`config.mk`:
```
export PLATFORM = sky130hd
export DESIGN_NAME = mem_arbiter
export DESIGN_NICKNAME = d
export VERILOG_FILES = /design/src/rtl/mem_arbiter.sv
export SDC_FILE = /design/constraint.sdc
export NUM_CORES = 1
export LEC_CHECK = 0
export CELL_PAD_IN_SITES_DETAIL_PLACEMENT = 1
export CELL_PAD_IN_SITES_GLOBAL_PLACEMENT = 2
export CORE_ASPECT_RATIO = 0.5
export CORE_UTILIZATION = 25
export DETAILED_ROUTE_END_ITERATION = 6
export GPL_TIMING_DRIVEN = 0
export HOLD_SLACK_MARGIN = 0.02
export PLACE_DENSITY = 0.7
export SYNTH_ARGS = -nofsm -noshare
export SYNTH_HDL_FRONTEND = slang
export SYNTH_SLANG_ARGS = --single-unit
```
`constraint.sdc`:
```
create_clock -name clk_in -period 9.2 [get_ports clk_in]
set_clock_uncertainty 0.1 [all_clocks]
set_input_delay 1.38 -clock clk_in [delete_from_list [all_inputs] [get_ports clk_in]]
set_output_delay 1.38 -clock clk_in [all_outputs]
set_load 0.02 [all_outputs]
```
`src/rtl/mem_arbiter.sv`:
```
// mem_arbiter: single-port byte-wide RAM controller arbitrating between
// instruction-fetch bursts and load/store-buffer transactions. Words are
// assembled from / split into bytes little-endian, one byte per cycle.
`timescale 1ns/1ps
module mem_arbiter #(
   parameter int unsigned FETCH_WORDS = 4
) (
   input  logic        clk_in,
   input  logic        rst_in,
   input  logic        rdy_in,
   input  logic [7:0]  mem_din,
   output logic [7:0]  mem_dout,
   output logic [31:0] mem_a,
   output logic        mem_wr,
   input  logic        io_buffer_full,
   input  logic        enable_from_fetcher,
   input  logic [31:0] addr_from_fetcher,
   input  logic        reset_from_fetcher,
   output logic        available_to_fetcher,
   output logic        one_inst_finish_to_fetcher,
   output logic        end_to_fetcher,
   output logic [31:0] inst_to_fetcher,
   input  logic        req_from_lsb,
   input  logic        wr_from_lsb,
   input  logic [31:0] addr_from_lsb,
   input  logic [2:0]  size_from_lsb,
   input  logic [31:0] wdata_from_lsb,
   output logic        done_to_lsb,
   output logic [31:0] rdata_to_lsb,
   input  logic        rollback_flag_from_rob
);

   // Byte count of a full burst; cnt reaches this value in the final capture-only cycle.
   localparam logic [6:0] LAST_BYTE = 7'(4 * FETCH_WORDS);

   typedef enum logic [1:0] {StIdle, StFetch, StLoad, StStore} state_t;

   state_t      state_q, state_d;
   logic [6:0]  cnt_q, cnt_d;
   logic [2:0]  size_q, size_d;
   logic [31:0] wdata_q, wdata_d;
   logic [31:0] asm_q, asm_d;
   logic [31:0] addr_q, addr_d;
   logic [31:0] inst_q, inst_d;
   logic [31:0] rdata_q, rdata_d;
   logic        one_inst_q, one_inst_d;
   logic        end_q, end_d;
   logic        done_q, done_d;
   logic        last_lsb_q, last_lsb_d;

   logic        blocked, lsb_req, fetch_req, grant_lsb, grant_fetch, io_stall;
   logic [1:0]  byte_lane;
   logic [31:0] cap_word;
   logic [7:0]  store_byte;
   logic [6:0]  cnt_next;
   logic [6:0]  size_ext;

   // Requests are ignored while a completion pulse is out; a rollback kills a pending load.
   assign blocked     = done_q | end_q;
   assign lsb_req     = req_from_lsb & ~blocked & ~(rollback_flag_from_rob & ~wr_from_lsb);
   assign fetch_req   = enable_from_fetcher & ~blocked;
   assign grant_lsb   = lsb_req & (~fetch_req | ~last_lsb_q);
   assign grant_fetch = fetch_req & ~grant_lsb;
   assign io_stall    = (addr_q[17:16] == 2'b11) & io_buffer_full;
   assign byte_lane   = cnt_q[1:0] - 2'd1;
   assign cnt_next    = cnt_q + 7'd1;
   assign size_ext    = {4'b0000, size_q};

   // Byte lane muxing: merge the returning read byte, select the outgoing store byte.
   always_comb begin
      cap_word = asm_q;
      unique case (byte_lane)
         2'd0: cap_word[7:0]   = mem_din;
         2'd1: cap_word[15:8]  = mem_din;
         2'd2: cap_word[23:16] = mem_din;
         2'd3: cap_word[31:24] = mem_din;
      endcase
      unique case (cnt_q[1:0])
         2'd0: store_byte = wdata_q[7:0];
         2'd1: store_byte = wdata_q[15:8];
         2'd2: store_byte = wdata_q[23:16];
         2'd3: store_byte = wdata_q[31:24];
      endcase
   end

   // Next-state, sequencing and RAM write strobes.
   always_comb begin
      state_d    = state_q;
      cnt_d      = cnt_q;
      size_d     = size_q;
      wdata_d    = wdata_q;
      asm_d      = asm_q;
      addr_d     = addr_q;
      inst_d     = inst_q;
      rdata_d    = rdata_q;
      last_lsb_d = last_lsb_q;
      one_inst_d = 1'b0;
      end_d      = 1'b0;
      done_d     = 1'b0;
      mem_wr     = 1'b0;
      mem_dout   = 8'h00;
      unique case (state_q)
         StIdle: begin
            if (grant_lsb) begin
               state_d    = wr_from_lsb ? StStore : StLoad;
               size_d     = size_from_lsb;
               wdata_d    = wdata_from_lsb;
               addr_d     = addr_from_lsb;
               cnt_d      = 7'd0;
               asm_d      = 32'h0;
               last_lsb_d = 1'b1;
            end else if (grant_fetch) begin
               state_d    = StFetch;
               addr_d     = addr_from_fetcher;
               cnt_d      = 7'd0;
               asm_d      = 32'h0;
               last_lsb_d = 1'b0;
            end
         end
         StFetch: begin
            if (reset_from_fetcher) begin
               state_d = StIdle;
            end else begin
               // Byte cnt-1 arrives this cycle, one cycle behind its address.
               if (cnt_q != 7'd0) begin
                  asm_d = cap_word;
                  if (byte_lane == 2'd3) begin
                     inst_d = cap_word;
                     if (cnt_q == LAST_BYTE) end_d = 1'b1;
                     else                    one_inst_d = 1'b1;
                  end
               end
               if (cnt_q == LAST_BYTE) begin
                  state_d = StIdle;
               end else begin
                  cnt_d = cnt_next;
                  if (cnt_next < LAST_BYTE) addr_d = addr_q + 32'd1;
               end
            end
         end
         StLoad: begin
            if (rollback_flag_from_rob) begin
               state_d = StIdle;
            end else begin
               if (cnt_q != 7'd0) asm_d = cap_word;
               if (cnt_q == size_ext) begin
                  rdata_d = cap_word;
                  done_d  = 1'b1;
                  state_d = StIdle;
               end else begin
                  cnt_d = cnt_next;
                  if (cnt_next < size_ext) addr_d = addr_q + 32'd1;
               end
            end
         end
         StStore: begin
            mem_dout = store_byte;
            if (!io_stall) begin
               mem_wr = rdy_in;
               if (cnt_next == size_ext) begin
                  done_d  = 1'b1;
                  state_d = StIdle;
               end else begin
                  cnt_d  = cnt_next;
                  addr_d = addr_q + 32'd1;
               end
            end
         end
         default: state_d = StIdle;
      endcase
   end

   // State registers; rdy_in low freezes everything.
   always_ff @(posedge clk_in or posedge rst_in) begin
      if (rst_in) begin
         state_q    <= StIdle;
         cnt_q      <= 7'd0;
         size_q     <= 3'd0;
         wdata_q    <= 32'h0;
         asm_q      <= 32'h0;
         addr_q     <= 32'h0;
         inst_q     <= 32'h0;
         rdata_q    <= 32'h0;
         one_inst_q <= 1'b0;
         end_q      <= 1'b0;
         done_q     <= 1'b0;
         last_lsb_q <= 1'b0;
      end else if (rdy_in) begin
         state_q    <= state_d;
         cnt_q      <= cnt_d;
         size_q     <= size_d;
         wdata_q    <= wdata_d;
         asm_q      <= asm_d;
         addr_q     <= addr_d;
         inst_q     <= inst_d;
         rdata_q    <= rdata_d;
         one_inst_q <= one_inst_d;
         end_q      <= end_d;
         done_q     <= done_d;
         last_lsb_q <= last_lsb_d;
      end
   end

   assign mem_a                      = addr_q;
   assign available_to_fetcher       = (state_q == StIdle);
   assign one_inst_finish_to_fetcher = one_inst_q;
   assign end_to_fetcher             = end_q;
   assign inst_to_fetcher            = inst_q;
   assign done_to_lsb                = done_q;
   assign rdata_to_lsb               = rdata_q;

endmodule

```
==> out/summary.txt <==
Status: complete, no violations
First-pass GRT wire length: 53450 µm
Syn Inst Count: 924
FILL cells: 3933
Synth Register Bits: 176
Cells along the critical path: ha_1, clkbuf_1, clkbuf_1, a222oi_1, nor2_1, a21oi_1, nor2_1, clkdlybuf4s50_1
Final min period: 4.968 ns
Die width: 268.8 µm
Pwr Density: 323.9 mW/mm²
Hold Vio Cnt, Final: 0
Final wirelength: 34810 µm
First DRT Iteration DRCs: 479
Final Net Count: 1294
Synth warnings: 0
I/O Pins: 225
RePlAce Congestion: 0.8197
DR vias: 8315
VDD IR-drop max: 0.09655 mV
CP max stage cell: clkbuf_1
Max-slew headroom: 0.2848
Clock latency on the worst-skew pair: 0.45 ns
Most common cell in the netlist: dfrtp_1
Max-Cap Viols: 0
TNS Setup: 0 ns
Met3 Wirelength: 1278 µm
Clock buffer count from CTS: 17
Post-synth EDFFs: 0
Post-DRT Antenna Nets: 0
Clock sink count: 176
Layout Area Growth over Synthesis: 38.44%
Top cells by area, synth: dfrtp_1, nand2_1, mux2_2
Wire per inst: 21.08 µm
CP max FO: 10
Final period util: 0.5400
Number of distinct library cells after synthesis: 55
Crit path capture type: primary output
Final setup margin: 4.232 ns
WL met2: 17280 µm
Port buffer count: 219
Setup WS pre-CTS: 4.727 ns
Hold Path Class: reg -> reg
Register area share after synthesis: 0.4949
PostCTS Resize Cnt: 0
Crit path largest cell delay: 0.65 ns
Core ar.: 0.03477 mm²
Area leader, netlist: dfrtp_1
Worst-Margin Slew: 1.063 ns
CTS tree: done
Initial antenna violation count: 0
Die area: 0.03640 mm²
Post-CTS Setup Inserts: 0
Row cnt: 48
Crit path kind: reg -> out
Critical path data arrival time: 3.49 ns
Leak: 5.057 nW
Avg Inst Size Synth: 9.630 µm²
CTS root buffer: clkbuf_16
Family with the most delay on the worst path: buffers and inverters
Global Route Usage Sum: 0.1939
Initial Util: 0.2559
Number of global-route vias before repair: 8942
Most frequent cells after synthesis: dfrtp_1, nand2_1, nor2_1
Share of layout cells above drive strength 1: 0.07568
Htree depth: 4
Final setup fails: 0
Top layer in use: met4
Die Height: 135.4 µm
Post-synth net total: 1055
Yosys top cell area share: 0.4949
# hold bufs at CTS: 0
Wl on met1: 15520 µm
Fmax: 201.3 MHz
Vias per cell: 5.036
DP Wirelength: 25440 µm
Async SR Flop Fraction: 1.000
Unrepaired setup endpoints after global routing: false
Most used flip-flop cell after synthesis: dfrtp_1
DRC: 0
Worst Path Buf+Inv: 3
N_diodes: 0
Worst-path clk slew: 0.07 ns
Final Slew Violations: 0
Drt first pass iters: 5
Startpoint Class: register
Grt ovf: 0
CP Data Required Time: 7.72 ns
Synthesized cell area: 0.008899 mm²
Largest net degree at the start of global routing: 126
Max clock buf depth: 2
[cell usage in the layout, fill, tap and decap left out, types with 4 or more instances in the layout]
master	n
a22oi_1	7
dfrtp_1	176
o41ai_1	7
nand4_1	8
and2_1	4
nand2_1	123
a32oi_1	5
o31ai_1	7
o21ai_0	63
buf_2	5
and3_1	13
clkdlybuf4s50_1	219
a22o_1	20
a2bb2oi_1	11
clkbuf_1	49
ha_1	15
clkbuf_16	17
mux2_2	38
a21oi_1	55
mux2i_1	40
a222oi_1	8
o22ai_1	4
nor2_1	82
nor2b_1	6
nor4_1	28
inv_1	18
nor3_1	7
nand2b_1	5
a31oi_1	22
buf_1	14
o21ai_1	4
o22a_1	13
and4_1	4
nand3_1	24
[cells by family (layout without fill, tap and decap cells)]
kind of cell,after synthesis,in the layout,share of synthesized area
buffers and inverters,93,345,0.04345
DFF,176,176,0.4949
muxes,78,78,0.09308
and+or+nand+nor,317,317,0.1666
AOI/OAI and AO/OA,240,240,0.1759
xor gates and xnor gates,5,5,0.004922
adders and majority gates,15,15,0.02109
[where the power goes]
part | switching (mW) | leakage [nW] | internal (mW)
sequential | 0.241 | 2.26 | 1.06
clock | 0.367 | 0.287 | 0.387
combinational | 1.12 | 2.51 | 0.813
[path summary, 6_finish.rpt]
check / start / to / slack, ns / depth (start not counted)
max in group asynchronous: rst_in / asm_q[8] / 6.76 / 3
min in group asynchronous: rst_in / wdata_q[6] / 1.26 / 2
worst min register to register: inst_to_fetcher[24] / inst_to_fetcher[24] / 0.38 / 2
worst max-delay path: cnt_q[0] / mem_dout[2] / 4.23 / 8
worst max register to register: cnt_q[0] / mem_a[19] / 4.99 / 10
worst min-delay path: inst_to_fetcher[24] / inst_to_fetcher[24] / 0.38 / 2
[worst register-to-register path: cells and delay by family, from the launching register on]
| kind | cells | cell delay, ns |
|---|---|---|
| AO/OA/AOI/OAI | 3 | 0.87 |
| XOR/XNOR | 1 | 0.16 |
| adder cells (fa/ha/maj) | 2 | 0.53 |
| buffers and inverters | 3 | 1.70 |
| flip-flops | 1 | 0.56 |
| AND/OR/NAND/NOR | 1 | 0.15 |
[registers in the layout, indices dropped and copies added (netlist names)]
register	count
state_q	2
last_lsb_q	1
end_to_fetcher	1
rdata_to_lsb	32
one_inst_finish_to_fetcher	1
cnt_q	7
done_to_lsb	1
inst_to_fetcher	32
wdata_q	32
asm_q	32
size_q	3
mem_a	32
[layout make-up]
type                       instances  area (µm²)  area share
tap                              475       594.3     0.04824
multi-input combinational        655        4108      0.3334
inverter                          19       78.83    0.006399
clock buffer                      17       425.4     0.03453
clock inverter                    15       173.9     0.01412
buffer                            74       315.3     0.02559
sequential                       176        4404      0.3575
timing repair buffer             220        2220      0.1802
[routing by layer]
layer / vias up / global-route usage
li1: 3835 / -
met1: 4280 / 0.2453
met2: 158 / 0.3366
met3: 42 / 0.03508
met4: 0 / 0.05840
met5: - / 0
[through the flow]
stage                     total power [mW]  utilization  hold slack [ns]  cell area [µm²]  cells
after floorplan                      2.398            -           0.3380             8899    924
after global placement               3.203       0.3360           0.3561            11690   1618
after detailed placement             3.259       0.3370           0.3712            11720   1619
after CTS                            4.036       0.3543           0.3884            12320   1651
after global routing                 4.243       0.3543           0.4038            12320   1651
final                                3.990       0.3543           0.3848            12320   1651
Power figures use the tool's default switching activity.
